===== config.mk =====
export PLATFORM = sky130hd
export DESIGN_NAME = topdown_counter_ctrl_flat
export DESIGN_NICKNAME = d
export VERILOG_FILES = /design/src/rtl/topdown_counter_ctrl_if.sv /design/src/rtl/topdown_counter_ctrl.sv /design/src/flat_wrapper.sv
export SDC_FILE = /design/constraint.sdc
export NUM_CORES = 1
export LEC_CHECK = 0
export BUFFER_PORTS_ARGS = -buffer_cell sky130_fd_sc_hd__buf_2
export CORE_MARGIN = 8
export CORE_UTILIZATION = 55
export CTS_CLUSTER_SIZE = 24
export DETAILED_ROUTE_END_ITERATION = 8
export GPL_ROUTABILITY_DRIVEN = 0
export PLACE_DENSITY_LB_ADDON = 0.08
export SLEW_MARGIN = 10
export SYNTH_ARGS = -nofsm -noshare
export SYNTH_HDL_FRONTEND = slang
export SYNTH_SLANG_ARGS = --single-unit

===== constraint.sdc =====
create_clock -name clk_i -period 3.75 [get_ports clk_i]
set_clock_uncertainty 0.05 [all_clocks]
set_input_delay 0.9375 -clock clk_i [delete_from_list [all_inputs] [get_ports clk_i]]
set_output_delay 0.9375 -clock clk_i [all_outputs]
set_load 0.03 [all_outputs]

===== src/rtl/topdown_counter_ctrl_if.sv =====
// Configuration/register port of the top-down counter controller.
// The CPU-side register master drives strobe, address and write data;
// the controller answers with combinational read data.
interface topdown_counter_ctrl_if;
    logic        cfg_we_i;
    logic [3:0]  cfg_addr_i;
    logic [31:0] cfg_wdata_i;
    logic [31:0] cfg_rdata_o;

    modport master (
        output cfg_we_i,
        output cfg_addr_i,
        output cfg_wdata_i,
        input  cfg_rdata_o
    );

    modport slave (
        input  cfg_we_i,
        input  cfg_addr_i,
        input  cfg_wdata_i,
        output cfg_rdata_o
    );
endinterface


===== src/rtl/topdown_counter_ctrl.sv =====
// Top-down event counter controller.
// Accumulates per-component increment pulses from topdown_monitor into live
// counters over a programmable sampling window, and exposes shadow snapshots,
// sticky overflow flags and control through a small register port.
// Optional feature: define TOPDOWN_CNT_SATURATE_EN to make the live counters
// saturate at all-ones instead of wrapping.
// Register map: 0 CTRL (START/STOP/CLEAR/SNAP), 1 WINDOW, 2 INHIBIT,
// 3 STATUS, 8+i CNT_i. WIN_W must not exceed 32; N_COMPS must not exceed 8.
module topdown_counter_ctrl #(
    parameter int N_COMPS = 6,
    parameter int CNT_W   = 32,
    parameter int WIN_W   = 32
) (
    input  logic                    clk_i,
    input  logic                    rst_ni,
    topdown_counter_ctrl_if.slave   cfg,
    input  logic [N_COMPS-1:0]      comp_incr_i,
    output logic                    busy_o,
    output logic                    window_done_o
);

    typedef enum logic [1:0] {
        S_IDLE  = 2'd0,
        S_COUNT = 2'd1
    } state_t;

    localparam logic [3:0]       ADDR_CTRL    = 4'd0;
    localparam logic [3:0]       ADDR_WINDOW  = 4'd1;
    localparam logic [3:0]       ADDR_INHIBIT = 4'd2;
    localparam logic [3:0]       ADDR_STATUS  = 4'd3;
    localparam logic [CNT_W-1:0] CNT_MAX      = '1;
    localparam logic [CNT_W-1:0] CNT_ONE      = CNT_W'(1);
    localparam logic [WIN_W-1:0] WIN_ONE      = WIN_W'(1);
    localparam logic [WIN_W-1:0] WIN_ZERO     = '0;

    state_t                          state_q, state_d;
    logic [WIN_W-1:0]                remaining_q, remaining_d;
    logic [WIN_W-1:0]                window_q, window_d;
    logic [N_COMPS-1:0]              inhibit_q, inhibit_d;
    logic [N_COMPS-1:0]              ovf_q, ovf_d;
    logic [N_COMPS-1:0][CNT_W-1:0]   live_q, live_d;
    logic [N_COMPS-1:0][CNT_W-1:0]   shadow_q, shadow_d;
    logic                            done_q, done_d;

    logic                            ctrl_wr;
    logic                            start_cmd;
    logic                            stop_cmd;
    logic                            clear_cmd;
    logic                            snap_cmd;
    logic                            counting;
    logic [N_COMPS-1:0]              eff_incr;
    logic [N_COMPS-1:0][CNT_W-1:0]   inc_val;
    logic [N_COMPS-1:0]              inc_ovf;

    // Decode CTRL command bits; STOP overrides a simultaneous START.
    always_comb begin
        ctrl_wr   = cfg.cfg_we_i && (cfg.cfg_addr_i == ADDR_CTRL);
        stop_cmd  = ctrl_wr && cfg.cfg_wdata_i[1];
        start_cmd = ctrl_wr && cfg.cfg_wdata_i[0] && !cfg.cfg_wdata_i[1];
        clear_cmd = ctrl_wr && cfg.cfg_wdata_i[2];
        snap_cmd  = ctrl_wr && cfg.cfg_wdata_i[3];
        counting  = (state_q == S_COUNT);
        eff_incr  = counting ? (comp_incr_i & ~inhibit_q) : '0;
    end

    // Per-component "live + this cycle's increment" value and overflow event.
    always_comb begin
        for (int i = 0; i < N_COMPS; i++) begin
            inc_val[i] = live_q[i];
            inc_ovf[i] = 1'b0;
            if (eff_incr[i]) begin
`ifdef TOPDOWN_CNT_SATURATE_EN
                if (live_q[i] == CNT_MAX) begin
                    inc_ovf[i] = 1'b1;
                end else begin
                    inc_val[i] = live_q[i] + CNT_ONE;
                end
`else
                inc_val[i] = live_q[i] + CNT_ONE;
                inc_ovf[i] = (live_q[i] == CNT_MAX);
`endif
            end
        end
    end

    // Next-state logic: window sequencing, counter updates, snapshots, CLEAR and config writes.
    always_comb begin
        logic capture;

        state_d     = state_q;
        remaining_d = remaining_q;
        window_d    = window_q;
        inhibit_d   = inhibit_q;
        ovf_d       = ovf_q | inc_ovf;
        live_d      = inc_val;
        shadow_d    = shadow_q;
        done_d      = 1'b0;
        capture     = snap_cmd;

        if (counting) begin
            if (remaining_q != WIN_ZERO) begin
                remaining_d = remaining_q - WIN_ONE;
            end
            if (stop_cmd) begin
                state_d = S_IDLE;
                capture = 1'b1;
            end else if (remaining_q == WIN_ONE) begin
                state_d = S_IDLE;
                capture = 1'b1;
                done_d  = 1'b1;
            end
        end else if (start_cmd) begin
            state_d     = S_COUNT;
            remaining_d = window_q;
        end

        if (capture) begin
            shadow_d = inc_val;
        end

        if (clear_cmd) begin
            live_d   = '0;
            shadow_d = '0;
            ovf_d    = '0;
        end

        if (cfg.cfg_we_i && (cfg.cfg_addr_i == ADDR_WINDOW)) begin
            window_d = cfg.cfg_wdata_i[WIN_W-1:0];
        end
        if (cfg.cfg_we_i && (cfg.cfg_addr_i == ADDR_INHIBIT)) begin
            inhibit_d = cfg.cfg_wdata_i[N_COMPS-1:0];
        end
    end

    // State register; asynchronous reset aborts any window in progress.
    always_ff @(posedge clk_i or negedge rst_ni) begin
        if (!rst_ni) begin
            state_q     <= S_IDLE;
            remaining_q <= '0;
            window_q    <= '0;
            inhibit_q   <= '0;
            ovf_q       <= '0;
            live_q      <= '0;
            shadow_q    <= '0;
            done_q      <= 1'b0;
        end else begin
            state_q     <= state_d;
            remaining_q <= remaining_d;
            window_q    <= window_d;
            inhibit_q   <= inhibit_d;
            ovf_q       <= ovf_d;
            live_q      <= live_d;
            shadow_q    <= shadow_d;
            done_q      <= done_d;
        end
    end

    // Read mux over current register state (read-before-write).
    always_comb begin
        cfg.cfg_rdata_o = '0;
        case (cfg.cfg_addr_i)
            ADDR_WINDOW: begin
                cfg.cfg_rdata_o = 32'(window_q);
            end
            ADDR_INHIBIT: begin
                cfg.cfg_rdata_o[N_COMPS-1:0] = inhibit_q;
            end
            ADDR_STATUS: begin
                cfg.cfg_rdata_o[1:0]          = state_q;
                cfg.cfg_rdata_o[8 +: N_COMPS] = ovf_q;
            end
            default: begin
                for (int i = 0; i < N_COMPS; i++) begin
                    if (cfg.cfg_addr_i == 4'(8 + i)) begin
                        cfg.cfg_rdata_o = 32'(shadow_q[i]);
                    end
                end
            end
        endcase
    end

    assign busy_o        = (state_q == S_COUNT);
    assign window_done_o = done_q;

endmodule


===== src/flat_wrapper.sv =====
// flat-port wrapper written by rule: the top's interface ports become plain ports
module topdown_counter_ctrl_flat 
#(
    parameter int N_COMPS = 6,
    parameter int CNT_W   = 32,
    parameter int WIN_W   = 32
)
  (clk_i, rst_ni, comp_incr_i, busy_o, window_done_o, cfg_cfg_we_i, cfg_cfg_addr_i, cfg_cfg_wdata_i, cfg_cfg_rdata_o);
  topdown_counter_ctrl_if cfg_i ();
  input  logic clk_i;
  input  logic rst_ni;
  input  logic [N_COMPS-1:0] comp_incr_i;
  output logic busy_o;
  output logic window_done_o;
  input wire logic [$bits(cfg_i.cfg_we_i)-1:0] cfg_cfg_we_i;
  input wire logic [$bits(cfg_i.cfg_addr_i)-1:0] cfg_cfg_addr_i;
  input wire logic [$bits(cfg_i.cfg_wdata_i)-1:0] cfg_cfg_wdata_i;
  output wire logic [$bits(cfg_i.cfg_rdata_o)-1:0] cfg_cfg_rdata_o;
  assign cfg_i.cfg_we_i = cfg_cfg_we_i;
  assign cfg_i.cfg_addr_i = cfg_cfg_addr_i;
  assign cfg_i.cfg_wdata_i = cfg_cfg_wdata_i;
  assign cfg_cfg_rdata_o = cfg_i.cfg_rdata_o;
  topdown_counter_ctrl #(.N_COMPS(N_COMPS), .CNT_W(CNT_W), .WIN_W(WIN_W)) u_core (.clk_i(clk_i), .rst_ni(rst_ni), .cfg(cfg_i), .comp_incr_i(comp_incr_i), .busy_o(busy_o), .window_done_o(window_done_o));
endmodule

; ---- After elaboration in Yosys (flattened, before gate mapping)
; Cells that the tools add are included.
[word_totals]
in_bits = 45
elab_cells = 104
mem_bits_ro = 0
latch_bits = 0
reg_bits = 463
memories = 0
out_inout_bits = 34
ram_bits = 0
[op_classes]
n_mul = 0
reduce_logical = 16
n_shift = 0
add_sub_neg = 7
n_bitwise = 3
div = 0
n_eq_ne = 19
n_lt_le_gt_ge = 0
n_mux = 41
[op_table]
columns = cell, n
row1 = two-way mux 192 bit, 3
row2 = two-way mux 32 bit, 15
row3 = "adder 32 x 1 -> 32 bit, second input constant", 6
row4 = "== test 32 bit, second input constant", 6
row5 = case mux 18 bit (2 select lines), 1
row6 = "== test 32 x 1 -> 1 bit, second input constant", 1
row7 = nonzero test 32 bit, 1
row8 = "subtractor 32 x 1 -> 32 bit, second input constant", 1
row9 = "== test 4 bit, second input constant", 6
row10 = case mux 6 bit (3 select lines), 1
row11 = two-way mux 1 bit, 12
row12 = two-way mux 6 bit, 2
row13 = case mux 4 bit (3 select lines), 1
row14 = "== test 4 x 2 -> 1 bit, second input constant", 2
row15 = logical AND 1 bit, 8
row16 = two-way mux 2 bit, 4
row17 = bitwise AND 6 bit, 1
row18 = inverter 6 bit, 1
row19 = OR 6 bit, 1
row20 = case mux 2 bit (3 select lines), 1
row21 = "== test 4 x 1 -> 1 bit, second input constant", 1
row22 = logical NOT 4 bit, 1
row23 = case mux 2 bit (2 select lines), 1
row24 = AND reduction 2 bit, 2
row25 = 6 further kinds, 7

; ---- Logic depth before layout (Yosys ltp)
[depth]
ltp_word = 8
mapped_depth = 12
mapped_depth_nobuf = 8

; ---- Worst setup path after synthesis
; Ideal clock, no wire load.
[synth_path]
kind = input to output
start = input port cfg_cfg_addr_i[1]
end = output port cfg_cfg_rdata_o[11]
t_required_ps = 2763
arrival_time_ps = 2533
stages = 6
slack_ps = 229
n_path_buf = 2
cell_sequence = clkbuf_1 > clkbuf_1 > mux2i_1 > o21ai_0 > a21oi_1 > a21oi_1
[synth_between]
elab_chain_len = 8
word_cells_on_any_way = 16
classes_between = 9 x eq/ne / 7 x mux
[synth_lines]
columns = element, line
row1 = from (decl), flat_wrapper.sv:16  ; input wire logic [$bits(cfg_i.cfg_addr_i)-1:0] cfg_cfg_addr_i;
row2 = == test 4 bit, topdown_counter_ctrl.sv:174  ; if (cfg.cfg_addr_i == 4'(8 + i)) begin
row3 = two-way mux 32 bit (6 in series), topdown_counter_ctrl.sv:174
row4 = case mux 6 bit (3 select lines) *, topdown_counter_ctrl.sv:161  ; case (cfg.cfg_addr_i)
row5 = to (decl), flat_wrapper.sv:18  ; output wire logic [$bits(cfg_i.cfg_rdata_o)-1:0] cfg_cfg_rdata_o;
; Every way passes the cells marked *; elsewhere a longest branch is shown, timed or not.

; ---- Worst setup path in the final report
[layout_path]
start = input port cfg_cfg_addr_i[1]
end = output port cfg_cfg_rdata_o[21]
[layout_between]
elab_chain_len = 8
word_cells_on_any_way = 17
classes_between = 9 x eq/ne / 7 x mux / 1 x reduce/logical
[layout_lines]
columns = element, line
row1 = == test 4 bit, topdown_counter_ctrl.sv:174
row2 = two-way mux 32 bit (6 in series), topdown_counter_ctrl.sv:174
row3 = case mux 18 bit (2 select lines) *, topdown_counter_ctrl.sv:161
; Marks and branches as above.

==> summary.md <==
| Metric | Value |
|---|---|
| Run status | `complete, no violations` |
| Reg2Reg Setup Slack | `around 0.62 ns` |
| Number of inserted filler cells in the final layout | `~3,200` |
| Leakage power of the design | `0.0114 µW` |
| Number of placed cells counting well taps | `2,631` |
| Worst hold-check path type | `input pin to asynchronous set/reset pin` |
| Number of global-route vias before repair | `around 17,000` |
| Flip-flop cell with the highest count after synthesis | `sky130_fd_sc_hd__dfrtp_1` |
| First-pass GRT wire length | `roughly 100,000 µm` |
| Worst setup path startpoint | `cfg_cfg_addr_i[1]` |
| Clock Path Buffers | `3` |
| Post-Layout Cell Count | `between 2,000 and 3,000` |
| Layout cells sized above 1 | `0.195` |
| Setup violation total in the final timing report | `0` |
| Share of the yosys chip area belonging to registers | `0.524` |
| Critical-path top delay cell | `sky130_fd_sc_hd__a222oi_1` |
| Depth of the worst register-to-register path | `6` |
| Ratio of total power to cell area | `about 510 nW/µm²` |
| Synthesized-area fraction occupied by ao, oa, aoi and oai cells | `0.0776` |
| Required time at the worst-slack endpoint | `between 2 and 3 ns` |
| Final-layout setup total negative slack | `0 ns` |
| Count of input and output buffers | `78` |
| Flops & latches, synth | `462` |
| GRT Max-Usage Layer | `met2` |
| Met3 routing resource usage after global routing | `0.0588` |
| Post-Synthesis Net Count | `2,125` |
| Transition at the pin with the smallest max-transition slack | `~0.77 ns` |
| Worst Path Class, Setup | `input pin to output pin` |
| Maximum Capacitance Violations | `0` |
| Die boundary height | `roughly 220 µm` |
| Gr ovfl total | `0` |
| Most used cell along the critical path | `sky130_fd_sc_hd__buf_2` |
| Unrepaired setup endpoints after global routing | `no` |
| Maximum resistive drop on vdd | `approximately 0.00038 V` |
| Area share of fa/ha/maj cells after synthesis | `0.00454` |
| Cell type with the highest aggregate area in the netlist | `sky130_fd_sc_hd__dfrtp_1` |
| Number of buffer and inverter stages on the critical path | `3` |
| Capturing instance or port of the critical path | `cfg_cfg_rdata_o[21]` |
| Number of cells upsized or downsized after cts | `0` |
| Antenna diodes | `0` |
| Largest family of logic cells by synthesized area | `simple AND/OR/NAND/NOR gates` |
| H-tree depth | `2` |
| Hold violation total from the final report | `0` |
| Total GRT Usage | `0.273` |
| Count of cell instances traversed by the critical path | `7` |
| Clock-pin slew of the registers on the worst-case setup and hold paths | `around 0.060 ns` |
| Number of placement rows | `73` |
| Share of Yosys cell area claimed by the top area cell type | `0.524` |
| Chip Width | `between 200 and 250 µm` |
| Final worst path period share | `0.956` |
| Post-synthesis to final-layout area growth | `13.1%` |
| CTS buffer count | `50` |
| Drt via density | `just over 6` |
| Critical Path Sink Type | `output pin` |
| Average wire length per cell after detail routing | `between 20 and 25 µm` |
| Cell area after technology mapping | `between 20,000 and 25,000 µm²` |
| GR met2 Demand/Resource | `0.420` |
| Multiplexer share of the synthesized area | `0.104` |
| DRT iter0 DRCs | `about 1,800` |
| Wire length reported by the detailed router | `between 60,000 and 70,000 µm` |
| Ordered cell list for the critical path | `buf_2 -> nand2b_1 -> nor2_2 -> buf_4 -> a222oi_1 -> nand3_1 -> buf_2` |
| Critical Path Max Stage Delay | `roughly 0.57 ns` |
| Final min period | `around 3.6 ns` |
| Arrival time at the worst endpoint | `2.60 ns` |
| Critical path launch point type | `input pin` |
| Slew headroom | `0.482` |
| Number of enable flip-flop cells after synthesis | `0` |
| Post-route DRC violation count | `0` |
| Root buffer selected by CTS | `sky130_fd_sc_hd__clkbuf_16` |
| Met1 Resource Use GR | `0.375` |
| Starting Density | `0.556` |
| Total via count after detailed routing | `between 15,000 and 20,000` |
| Post-cts hold buffer count | `0` |
| Fraction of registers with async set/reset | `1.00` |
| CTS tree | `yes` |
| Sinks on the clock net | `approximately 460` |
| Max FO, Critical Path | `20` |
| Post-CTS setup repair buffer count | `0` |
| Average cell area after synthesis | `10.6 µm²` |
| Simple-gate area share of the yosys netlist | `0.180` |
| Destination of the worst register-to-register timing path | `u_core.shadow_q[15]` |
| Highest attainable clock frequency | `~280 MHz` |
| XOR/XNOR Fraction of Synth Area | `0.0751` |
| HPWL after DPL | `approximately 47,000 µm` |
| Synth top cells by count | `462 x sky130_fd_sc_hd__dfrtp_1, 219 x sky130_fd_sc_hd__nand2_1, 217 x sky130_fd_sc_hd__nor2_1` |
| Number of nets in the final layout | `around 2,200` |
| First-pass iteration count of the detailed router | `7` |
| Yosys synthesis warning count | `0` |
| Maximum number of pins on one net before global-route repair | `84` |
| Cell family contributing the most delay on the critical path | `buffers and inverters` |
| Cells taking the most area after synthesis | `sky130_fd_sc_hd__dfrtp_1 52%, sky130_fd_sc_hd__mux2_2 8.1%, sky130_fd_sc_hd__xnor2_1 4.0%` |
| Launching point of the worst reg2reg path | `u_core.remaining_q[11]` |
| Detail Route Antenna Nets | `0` |
| Initial antenna violation count | `1` |
| I/O pin cnt | `79` |
| Synth cell types | `59` |
| Worst-Skew Late Latency | `0.58 ns` |
| Area of the die | `between 40,000 and 50,000 µm²` |
| Core area | `a little under 40,000 µm²` |
| Pins over their slew limit | `0` |
| Most frequent cell after synthesis | `sky130_fd_sc_hd__dfrtp_1` |
| Number of standard cells after synthesis | `around 2,100` |
==> sequential cells by signal, indices dropped and copies added (netlist names) <==
| signal | cells |
|---|---|
| u_core.live_q | 192 |
| u_core.inhibit_q | 6 |
| u_core.window_done_o | 1 |
| u_core.window_q | 32 |
| u_core.shadow_q | 192 |
| u_core.ovf_q | 6 |
| u_core.state_q | 1 |
| u_core.remaining_q | 32 |
==> worst min path at each step <==
stage	cells past startpoint	start	slack (ns)	end
after floorplan	2	u_core.shadow_q[100]	0.38	u_core.shadow_q[100]
after global placement	2	u_core.shadow_q[3]	0.40	u_core.shadow_q[3]
after detailed placement	2	u_core.shadow_q[9]	0.40	u_core.shadow_q[9]
after CTS	1	rst_ni	0.28	u_core.live_q[162]
after global routing	1	rst_ni	0.33	u_core.live_q[162]
final	1	rst_ni	0.29	u_core.live_q[162]
==> cells by family (layout without fill, tap and decap cells) <==
logic type | after synthesis | after routing
buf+inv | 156 | 278
flops | 462 | 462
simple gates | 800 | 800
compound gates | 252 | 252
fa+ha+maj | 8 | 8
mux | 205 | 205
xor+xnor | 189 | 189
==> metal layers <==
layer  part of all wire  wire, µm
met2               0.46     29200
met4              0.037      2340
met1               0.43     27200
met3              0.082      5220
met5                  0         0
==> power by group <==
part | total, µW | internal (µW) | switching, µW
Combinational | 1670 | 737 | 930
Sequential | 6180 | 5480 | 707
Clock | 4900 | 2890 | 2010
==> stage by stage <==
stage	area (µm²)	setup slack [ns]	hold WS, ns	utilization	power, µW
after floorplan	22000	0.229	0.383	-	7130
after global placement	23300	0.310	0.400	0.588	7820
after detailed placement	23300	0.231	0.405	0.588	7890
after CTS	24900	0.230	0.284	0.629	12800
after global routing	24900	0.109	0.328	0.629	13300
final	24900	0.165	0.285	0.629	12800
==> worst reg2reg max path, delay by kind of cell (launching register included) <==
family,cells,cell delay (ns)
AOI/OAI and AO/OA,1,0.35
buffers and inverters,1,0.40
DFF,1,0.42
muxes,1,0.40
and+or+nand+nor,3,1.39
==> cells in the final DEF, fill, tap and decap left out, types with 5 or more instances in the layout <==
master | synthesis | routed
sky130_fd_sc_hd__inv_1 | 40 | 40
sky130_fd_sc_hd__nor3_2 | 7 | 10
sky130_fd_sc_hd__or3_1 | 23 | 23
sky130_fd_sc_hd__o22ai_1 | 8 | 8
sky130_fd_sc_hd__nand3_1 | 103 | 103
sky130_fd_sc_hd__clkbuf_1 | 64 | 13
sky130_fd_sc_hd__nor4b_1 | 6 | 6
sky130_fd_sc_hd__nand2_1 | 219 | 219
sky130_fd_sc_hd__nand4_1 | 55 | 55
sky130_fd_sc_hd__xor2_1 | 88 | 88
sky130_fd_sc_hd__o221a_2 | 13 | 13
sky130_fd_sc_hd__clkbuf_8 | 0 | 9
sky130_fd_sc_hd__clkbuf_16 | 0 | 53
sky130_fd_sc_hd__buf_2 | 24 | 77
sky130_fd_sc_hd__a21oi_1 | 63 | 62
sky130_fd_sc_hd__and3_1 | 19 | 19
sky130_fd_sc_hd__nor3_1 | 44 | 41
sky130_fd_sc_hd__nand2b_1 | 7 | 7
sky130_fd_sc_hd__o21ai_0 | 48 | 48
sky130_fd_sc_hd__and2_1 | 10 | 9
sky130_fd_sc_hd__dfrtp_1 | 462 | 462
sky130_fd_sc_hd__and4_1 | 22 | 22
sky130_fd_sc_hd__mux2i_1 | 16 | 16
sky130_fd_sc_hd__o31ai_1 | 19 | 19
sky130_fd_sc_hd__mux2_2 | 158 | 158
sky130_fd_sc_hd__nor4_1 | 23 | 22
sky130_fd_sc_hd__nor2b_1 | 5 | 5
sky130_fd_sc_hd__xnor2_1 | 101 | 101
sky130_fd_sc_hd__a222oi_1 | 20 | 20
sky130_fd_sc_hd__a22oi_1 | 52 | 52
sky130_fd_sc_hd__o221ai_1 | 7 | 7
sky130_fd_sc_hd__nor2_1 | 217 | 215
sky130_fd_sc_hd__clkinv_2 | 0 | 5
sky130_fd_sc_hd__nor4_2 | 8 | 9
sky130_fd_sc_hd__or4_1 | 10 | 10
sky130_fd_sc_hd__ha_1 | 8 | 8
sky130_fd_sc_hd__mux2_1 | 31 | 31
sky130_fd_sc_hd__buf_12 | 0 | 18
sky130_fd_sc_hd__buf_4 | 14 | 54
==> cell type report <==
cell class              count  area (µm²)  area share
well taps                 525         657      0.0263
repair buffers            150        1170      0.0468
clock inverters            13         134     0.00537
multi-input cells        1454        9770       0.392
inverters                  40         150     0.00602
flip-flops and latches    462       11600       0.464
clock buffers              75        1500      0.0601
(Power assumes the default switching activity.)
